### src/rtl/qos_pkg.sv
// qos_pkg: shared types and constants for the QoS output path.
// Holds the arbiter state encodings, the default data width and the
// destination-select bit index (DEST_BIT = BW_DEFAULT-2).
package qos_pkg;
  typedef enum logic [1:0] {
    ARB_IDLE  = 2'd0,
    ARB_RUN   = 2'd1,
    ARB_STALL = 2'd2,
    ARB_DRAIN = 2'd3
  } arb_state_t;
  localparam int BW_DEFAULT = 6;
  localparam int DEST_BIT = BW_DEFAULT - 2;
endpackage

### src/rtl/vc_arb_pipe.sv
// vc_arb_pipe: two-stage read-to-write pipeline of the VC arbiter.
// Ports: clk, reset_L (async, active low); vc0_rd/vc1_rd grants in;
// vc0_data/vc1_data FIFO read data (valid the cycle after a grant);
// s1_v stage-1 valid out; d0_wr/d1_wr/d_data_out registered write port.
module vc_arb_pipe import qos_pkg::*; #(
  parameter int BW = BW_DEFAULT
) (
  input  logic          clk,
  input  logic          reset_L,
  input  logic          vc0_rd,
  input  logic          vc1_rd,
  input  logic [BW-1:0] vc0_data,
  input  logic [BW-1:0] vc1_data,
  output logic          s1_v,
  output logic          d0_wr,
  output logic          d1_wr,
  output logic [BW-1:0] d_data_out
);
  // destination bit tracks the top of the word when BW is overridden
  localparam int DB = DEST_BIT + BW - BW_DEFAULT;
  logic s1_src;
  logic [BW-1:0] word;
  assign word = s1_src ? vc1_data : vc0_data;
  always_ff @(posedge clk or negedge reset_L)
    if (!reset_L) begin
      s1_v <= 1'b0;
      s1_src <= 1'b0;
      d0_wr <= 1'b0;
      d1_wr <= 1'b0;
      d_data_out <= '0;
    end else begin
      s1_v <= vc0_rd | vc1_rd;
      s1_src <= vc1_rd;
      d0_wr <= s1_v & ~word[DB];
      d1_wr <= s1_v & word[DB];
      if (s1_v) d_data_out <= word;
    end
endmodule

### src/rtl/vc_arbiter.sv
// vc_arbiter: shares the VC-FIFO to D-FIFO path between VC0 (priority) and VC1.
// Ports: clk, reset_L (async, active low), enable from the control FSM;
// VC0/VC1 empty flags and read data in, VC0_rd/VC1_rd combinational pops out;
// D0_pause/D1_pause almost-full flags in; D0_wr/D1_wr/D_data_out registered
// writes out (routed by data bit BW-2); arb_state and arb_idle status out.
// Optional starvation guard: define ARB_STARVE_GUARD_EN to force a VC1 grant
// after STARVE_MAX consecutive VC0 grants while VC1 is waiting.
module vc_arbiter import qos_pkg::*; #(
  parameter int BW = BW_DEFAULT,
  parameter int STARVE_MAX = 4
) (
  input  logic          clk,
  input  logic          reset_L,
  input  logic          enable,
  input  logic          VC0_empty,
  input  logic          VC1_empty,
  input  logic [BW-1:0] VC0_data,
  input  logic [BW-1:0] VC1_data,
  input  logic          D0_pause,
  input  logic          D1_pause,
  output logic          VC0_rd,
  output logic          VC1_rd,
  output logic          D0_wr,
  output logic          D1_wr,
  output logic [BW-1:0] D_data_out,
  output logic [1:0]    arb_state,
  output logic          arb_idle
);
  arb_state_t state, state_nxt;
  logic go, force1, grant, s1_v, busy;
  // both pauses gate every grant: the destination is unknown until the word is read
  assign go = reset_L & enable & ~D0_pause & ~D1_pause & (state != ARB_DRAIN);
  assign VC0_rd = go & ~VC0_empty & ~force1;
  assign VC1_rd = go & ~VC1_empty & (VC0_empty | force1);
  assign grant = VC0_rd | VC1_rd;
  assign busy = s1_v | D0_wr | D1_wr;
  assign arb_state = state;
  assign arb_idle = ((state == ARB_IDLE) | (state == ARB_STALL)) & ~busy;
  always_comb begin
    state_nxt = state;
    state_nxt = (state == ARB_DRAIN) ? (busy ? ARB_DRAIN : ARB_IDLE)
              : enable ? (grant ? ARB_RUN : ARB_STALL)
              : ((state == ARB_IDLE) | ~busy) ? ARB_IDLE : ARB_DRAIN;
  end
  always_ff @(posedge clk or negedge reset_L)
    if (!reset_L) state <= ARB_IDLE;
    else state <= state_nxt;
`ifdef ARB_STARVE_GUARD_EN
  localparam int CW = $clog2(STARVE_MAX + 1);
  logic [CW-1:0] cnt;
  assign force1 = (cnt == CW'(STARVE_MAX)) & ~VC1_empty;
  always_ff @(posedge clk or negedge reset_L)
    if (!reset_L) cnt <= '0;
    else if (VC1_empty | VC1_rd) cnt <= '0;
    else if (VC0_rd) cnt <= cnt + CW'(1);
`else
  localparam int unused_starve_max = STARVE_MAX;
  assign force1 = 1'b0;
`endif
  vc_arb_pipe #(.BW(BW)) pipe (
    .clk(clk),
    .reset_L(reset_L),
    .vc0_rd(VC0_rd),
    .vc1_rd(VC1_rd),
    .vc0_data(VC0_data),
    .vc1_data(VC1_data),
    .s1_v(s1_v),
    .d0_wr(D0_wr),
    .d1_wr(D1_wr),
    .d_data_out(D_data_out)
  );
endmodule
### config.mk
export PLATFORM = sky130hd
export DESIGN_NAME = vc_arbiter
export DESIGN_NICKNAME = d
export VERILOG_FILES = /design/src/rtl/qos_pkg.sv /design/src/rtl/vc_arb_pipe.sv /design/src/rtl/vc_arbiter.sv
export SDC_FILE = /design/constraint.sdc
export NUM_CORES = 1
export LEC_CHECK = 0
export CAP_MARGIN = 5
export CORE_MARGIN = 10
export CORE_UTILIZATION = 33
export CTS_BUF_LIST = sky130_fd_sc_hd__clkbuf_4 sky130_fd_sc_hd__clkbuf_8
export DETAILED_ROUTE_END_ITERATION = 12
export PLACE_DENSITY_LB_ADDON = 0.2
export SLEW_MARGIN = 20
export SYNTH_ARGS = -nofsm -noshare
export SYNTH_HDL_FRONTEND = slang
export SYNTH_SLANG_ARGS = --single-unit
### constraint.sdc
create_clock -name clk -period 1.1 [get_ports clk]
set_input_delay 0.275 -clock clk [delete_from_list [all_inputs] [get_ports clk]]
set_output_delay 0.275 -clock clk [all_outputs]
set_load 0.01 [all_outputs]
# [After elaboration in Yosys (flattened, before gate mapping)]
# Cells that the tools add are included.
[word_totals] regBits=12 inputBits=19 wordCells=37
[classes] eq_ne=3 n_mux=6 n_bitwise=21 reduce_logical=1
[ops] cell="AND 1 bit" n=10
[ops] cell="2-to-1 mux 2 bit" n=5
[ops] cell="2-to-1 mux 6 bit" n=1
[ops] cell="inverter 1 bit" n=6
[ops] cell="bitwise OR 1 bit" n=5
[ops] cell="== test 2 bit (second input constant)" n=2
[ops] cell="logical NOT 2 bit" n=1
[ops] cell="inequality test 2 bit (second input constant)" n=1

# [Logic depth before layout (Yosys ltp)]
[logic_depth] ltp_word=10 depth_mapped=4

# [Hierarchy]
# A second synthesis with hierarchy kept.
[unflattened] hier_cells=51 area_unflattened_um2=563.0
[modules_own_cells] module="vc_arb_pipe" n_inst=1 cells_each=33 area_per_inst_um2=397.9 seq_area_each_um2=250.2
[modules_own_cells] module="vc_arbiter" n_inst=1 cells_each=18 area_per_inst_um2=165.2 seq_area_each_um2=50.0

# [Least setup slack after synthesis]
# OpenSTA, ideal clock, no wires.
[synth_timing] path_kind="register to output" start="register state[0], in the netlist arb_state[0]" end="output port VC1_rd" arrival_ns=1.033 required_time_ns=0.825 path_slack_ns=-0.208 path_stages_with_launch=4 path_buffers=0 path_cell_list="dfrtp_1 nand2_1 nand4_1 nor3b_1"
[synth_via] elab_chain_len=4
[synth_lines] element="start: declaration" line="vc_arbiter.sv:29" source="arb_state_t state, state_nxt;"
[synth_lines] element="start signal: assignment" line="vc_arbiter.sv:47" source="else state <= state_nxt;"
[synth_lines] element="inequality test 2 bit" line="vc_arbiter.sv:32" source="assign go = reset_L & enable & ~D0_pause & ~D1_pause & (state != ARB_DRAIN);"
[synth_lines] element="AND 1 bit" line="vc_arbiter.sv:32"
[synth_lines] element="AND 1 bit (2 in series)" line="vc_arbiter.sv:34" source="assign VC1_rd = go & ~VC1_empty & (VC0_empty | force1);"
[synth_lines] element="end: declaration" line="vc_arbiter.sv:22" source="output logic VC1_rd,"
# Every way passes these cells.

# [Final worst setup path]
# Ends and elaborated chain as after synthesis.

==> metrics <==
die area 3611 um^2; PnR Total Power 1.204 mW; Residual DRC 0; RSZ-0062 raised after global routing true; combinational cell fraction of total power between 30% and 40%; worst clock skew about 0.0088 ns; Synth top cells by count dfrtp_1 (12), nor2_1 (9), a21oi_1 (6), mux2i_1 (6), nand4_1 (2); Iteration-0 DRC Markers 14; largest net degree at the start of global routing 15; routed len/inst approximately 16 um; r2r startpoint arb_state[0]$_DFF_PN0_; antenna violations before repair 0; CP Capture Type output port; Peak Freq 623.4 MHz; Cell Chain, Critical Path nand2_2 -> nand4_1 -> nor3b_2 -> buf_2; fin nets 129; sequential-to-total area share from yosys stat 56.60%; Root Driver clkbuf_4; Syn. warnings 0; WP buf/inv 1; Worst-Margin Slew 0.3139 ns; Gate Count Post-Synth 48; Setup crit start kind register; clock slew at reported path FFs 0.08 ns; worst path required time 0.82 ns; Slew Limit Fails 0; max_cap viols 0; top cell type's share of synthesized area 56.60%; reg2reg path depth 6; peak supply drop 0.7977 mV; Clock Latency Late Sink 0.27 ns; via count approximately 600; Hold EP arb_state[0]$_DFF_PN0_; sw power 0.3203 mW; R2R setup slack -0.40 ns; largest area contributor in the netlist dfrtp_1; Synth cell types 18; Area growth, synth to finish 109.4%; status complete, but fails checks; P_int around 0.9 mW; global route overflow 0; Slowest-stage cell, CP dfrtp_2; Leak 0.5349 nW; Hold Crit Depth 3; Die W 60.10 um; Cell Pwr Density 1084 nW/um^2; htree depth 1; count leader, synth dfrtp_1; PnR worst setup slack -0.5040 ns; GRT Total Usage 11.02%; Crit path max-delay family simple AND/OR/NAND/NOR gates; Hold Crit Start reset_L; Synth Flop Type dfrtp_1; switching part of the total power 26.60%; Final ANT Viol Nets 0; hold crit path type in2reg; DR vias/cell ~4.8; Final Hold Viols 0; Final setup viols 10; CP Data Arrival Time 1.33 ns; critical path's largest stage delay 0.43 ns; critical path class reg2out; diodes inserted 0; number of global-route vias before repair roughly 660; Core Area 1506 um^2; ranking of synthesized cells by area dfrtp_1 (57%), mux2i_1 (11%), nor2_1 (6.4%); proportion of layout cells with a drive suffix above 1 47.71%; first-pass GRT wire length 3.098 mm; CTS Buffer Depth 2; Post-DP HPWL 1.444 mm; power share of the clock group 25.6%; std cell rows 14; CTS Buf Count 3; # IOs 32; failing checks setup timing; relative slew slack 79.01%; reg2reg end arb_state[1]$_DFF_PN0_; clk sink count 12; Post-synth EDFFs 0; Final period util 145.8%; Pre-Repair DR Iteration Count 4; placer's final routability congestion estimate 0.7913; final setup TNS -3.109 ns; syn nets 67; Die Ht between 60 and 70 um; synthesized area per cell 11.05 um^2; fin crit period between 1.5 and 2 ns; cell area after synthesis 530.5 um^2; crit-path max FO 2; Synth Register Bits 12; Initial Util 35.22%; Port Buffer Count 31; Seq pwr share 43.7%; CTS tree done; fin util 73.75%; WHS roughly 0.46 ns; final WL 2.060 mm; Async S/R FF share, synth between 90% and 100%
==> sequential cells by signal (all words and copies together) (netlist names) <==
name	flops
arb_state	2
pipe.d_data_out	6
pipe.s1_src	1
pipe.d1_wr	1
pipe.s1_v	1
pipe.d0_wr	1
==> worst max-delay path by stage <==
stage	start	endpoint	cells after the start	slack, ns
final	arb_state[0]$_DFF_PN0_	VC1_rd	4	-0.50
after detailed placement	D0_pause	VC1_rd	5	-0.94
after floorplan	arb_state[0]$_DFF_PN0_	VC1_rd	3	-0.09
after CTS	arb_state[0]$_DFF_PN0_	VC1_rd	4	-0.47
after global routing	arb_state[0]$_DFF_PN0_	VC1_rd	4	-0.61
after global placement	D0_pause	VC1_rd	5	-0.89
==> power by group through the flow <==
stage                     Combinational (mW)  Clock [mW]  Sequential [mW]
after floorplan                       0.0672           0            0.559
after global placement                 0.329           0            0.529
after detailed placement               0.337           0            0.532
after CTS                              0.312       0.320            0.523
after global routing                   0.405       0.344            0.532
final                                  0.370       0.308            0.526
==> final cells by class <==
class                           count  area [um^2]
Sequential cell                    12        301.5
Clock buffer                        4        30.03
Multi-Input combinational cell     33        239.0
Tap cell                           16        20.02
Fill cell                         107        395.4
Inverter                            1        3.754
Timing Repair Buffer               59        516.7
==> routing by layer <==
metal | wire length [um] | GRT usage [%]
met5 | 0 | 0
met4 | 0 | 0.9615
met3 | 92 | 4.025
met1 | 861 | 11.89
met2 | 1106 | 20.44
==> tightest hold or removal path, cell delays in order <==
cell and delay, ns:
dlymetal6s2s_1 0.12, buf_4 0.13, a41o_2 0.18
==> through the flow <==
stage                     instance area (um^2)  cells  worst slack, ns
after floorplan                          539.3     48         -0.08532
after global placement                   969.7    108          -0.8949
after detailed placement                 969.7    108          -0.9376
after CTS                                 1027    118          -0.4741
after global routing                      1111    125          -0.6126
final                                     1111    125          -0.5040
==> placed cells by master, fill, tap and decap left out, drive strengths merged <==
cell type	synthesis	routed
nor3	1	1
a31o	1	1
o21bai	1	1
dlygate4sd3	0	2
buf	2	39
and2	1	1
a41o	1	1
a21oi	6	6
nand4	2	2
a22oi	1	1
nor3b	1	1
clkdlybuf4s50	0	15
inv	1	1
dfrtp	12	12
dlymetal6s2s	0	1
nor2	9	9
mux2i	6	6
clkbuf	0	4
nand2	1	1
nor4	1	1
nor2b	1	1
dlygate4sd2	0	2
==> cell families (layout without fill, tap and decap cells) <==
group | count (synthesis) | after routing | share of synthesized area (%)
AOI/OAI and AO/OA | 10 | 10 | 13.21
DFF | 12 | 12 | 56.60
and+or+nand+nor | 17 | 17 | 15.80
muxes | 6 | 6 | 11.32
buffers and inverters | 3 | 64 | 3.065
==> what timing repair did <==
item | CTS | global route
pin swaps | 8 | 6
hold buffers | 0 | 2
gates resized for setup | 67 | 7
setup endpoints to repair | 17 | 15
hold endpoints to repair | 0 | 6
setup buffers | 7 | 8
(Power assumes the default switching activity.)
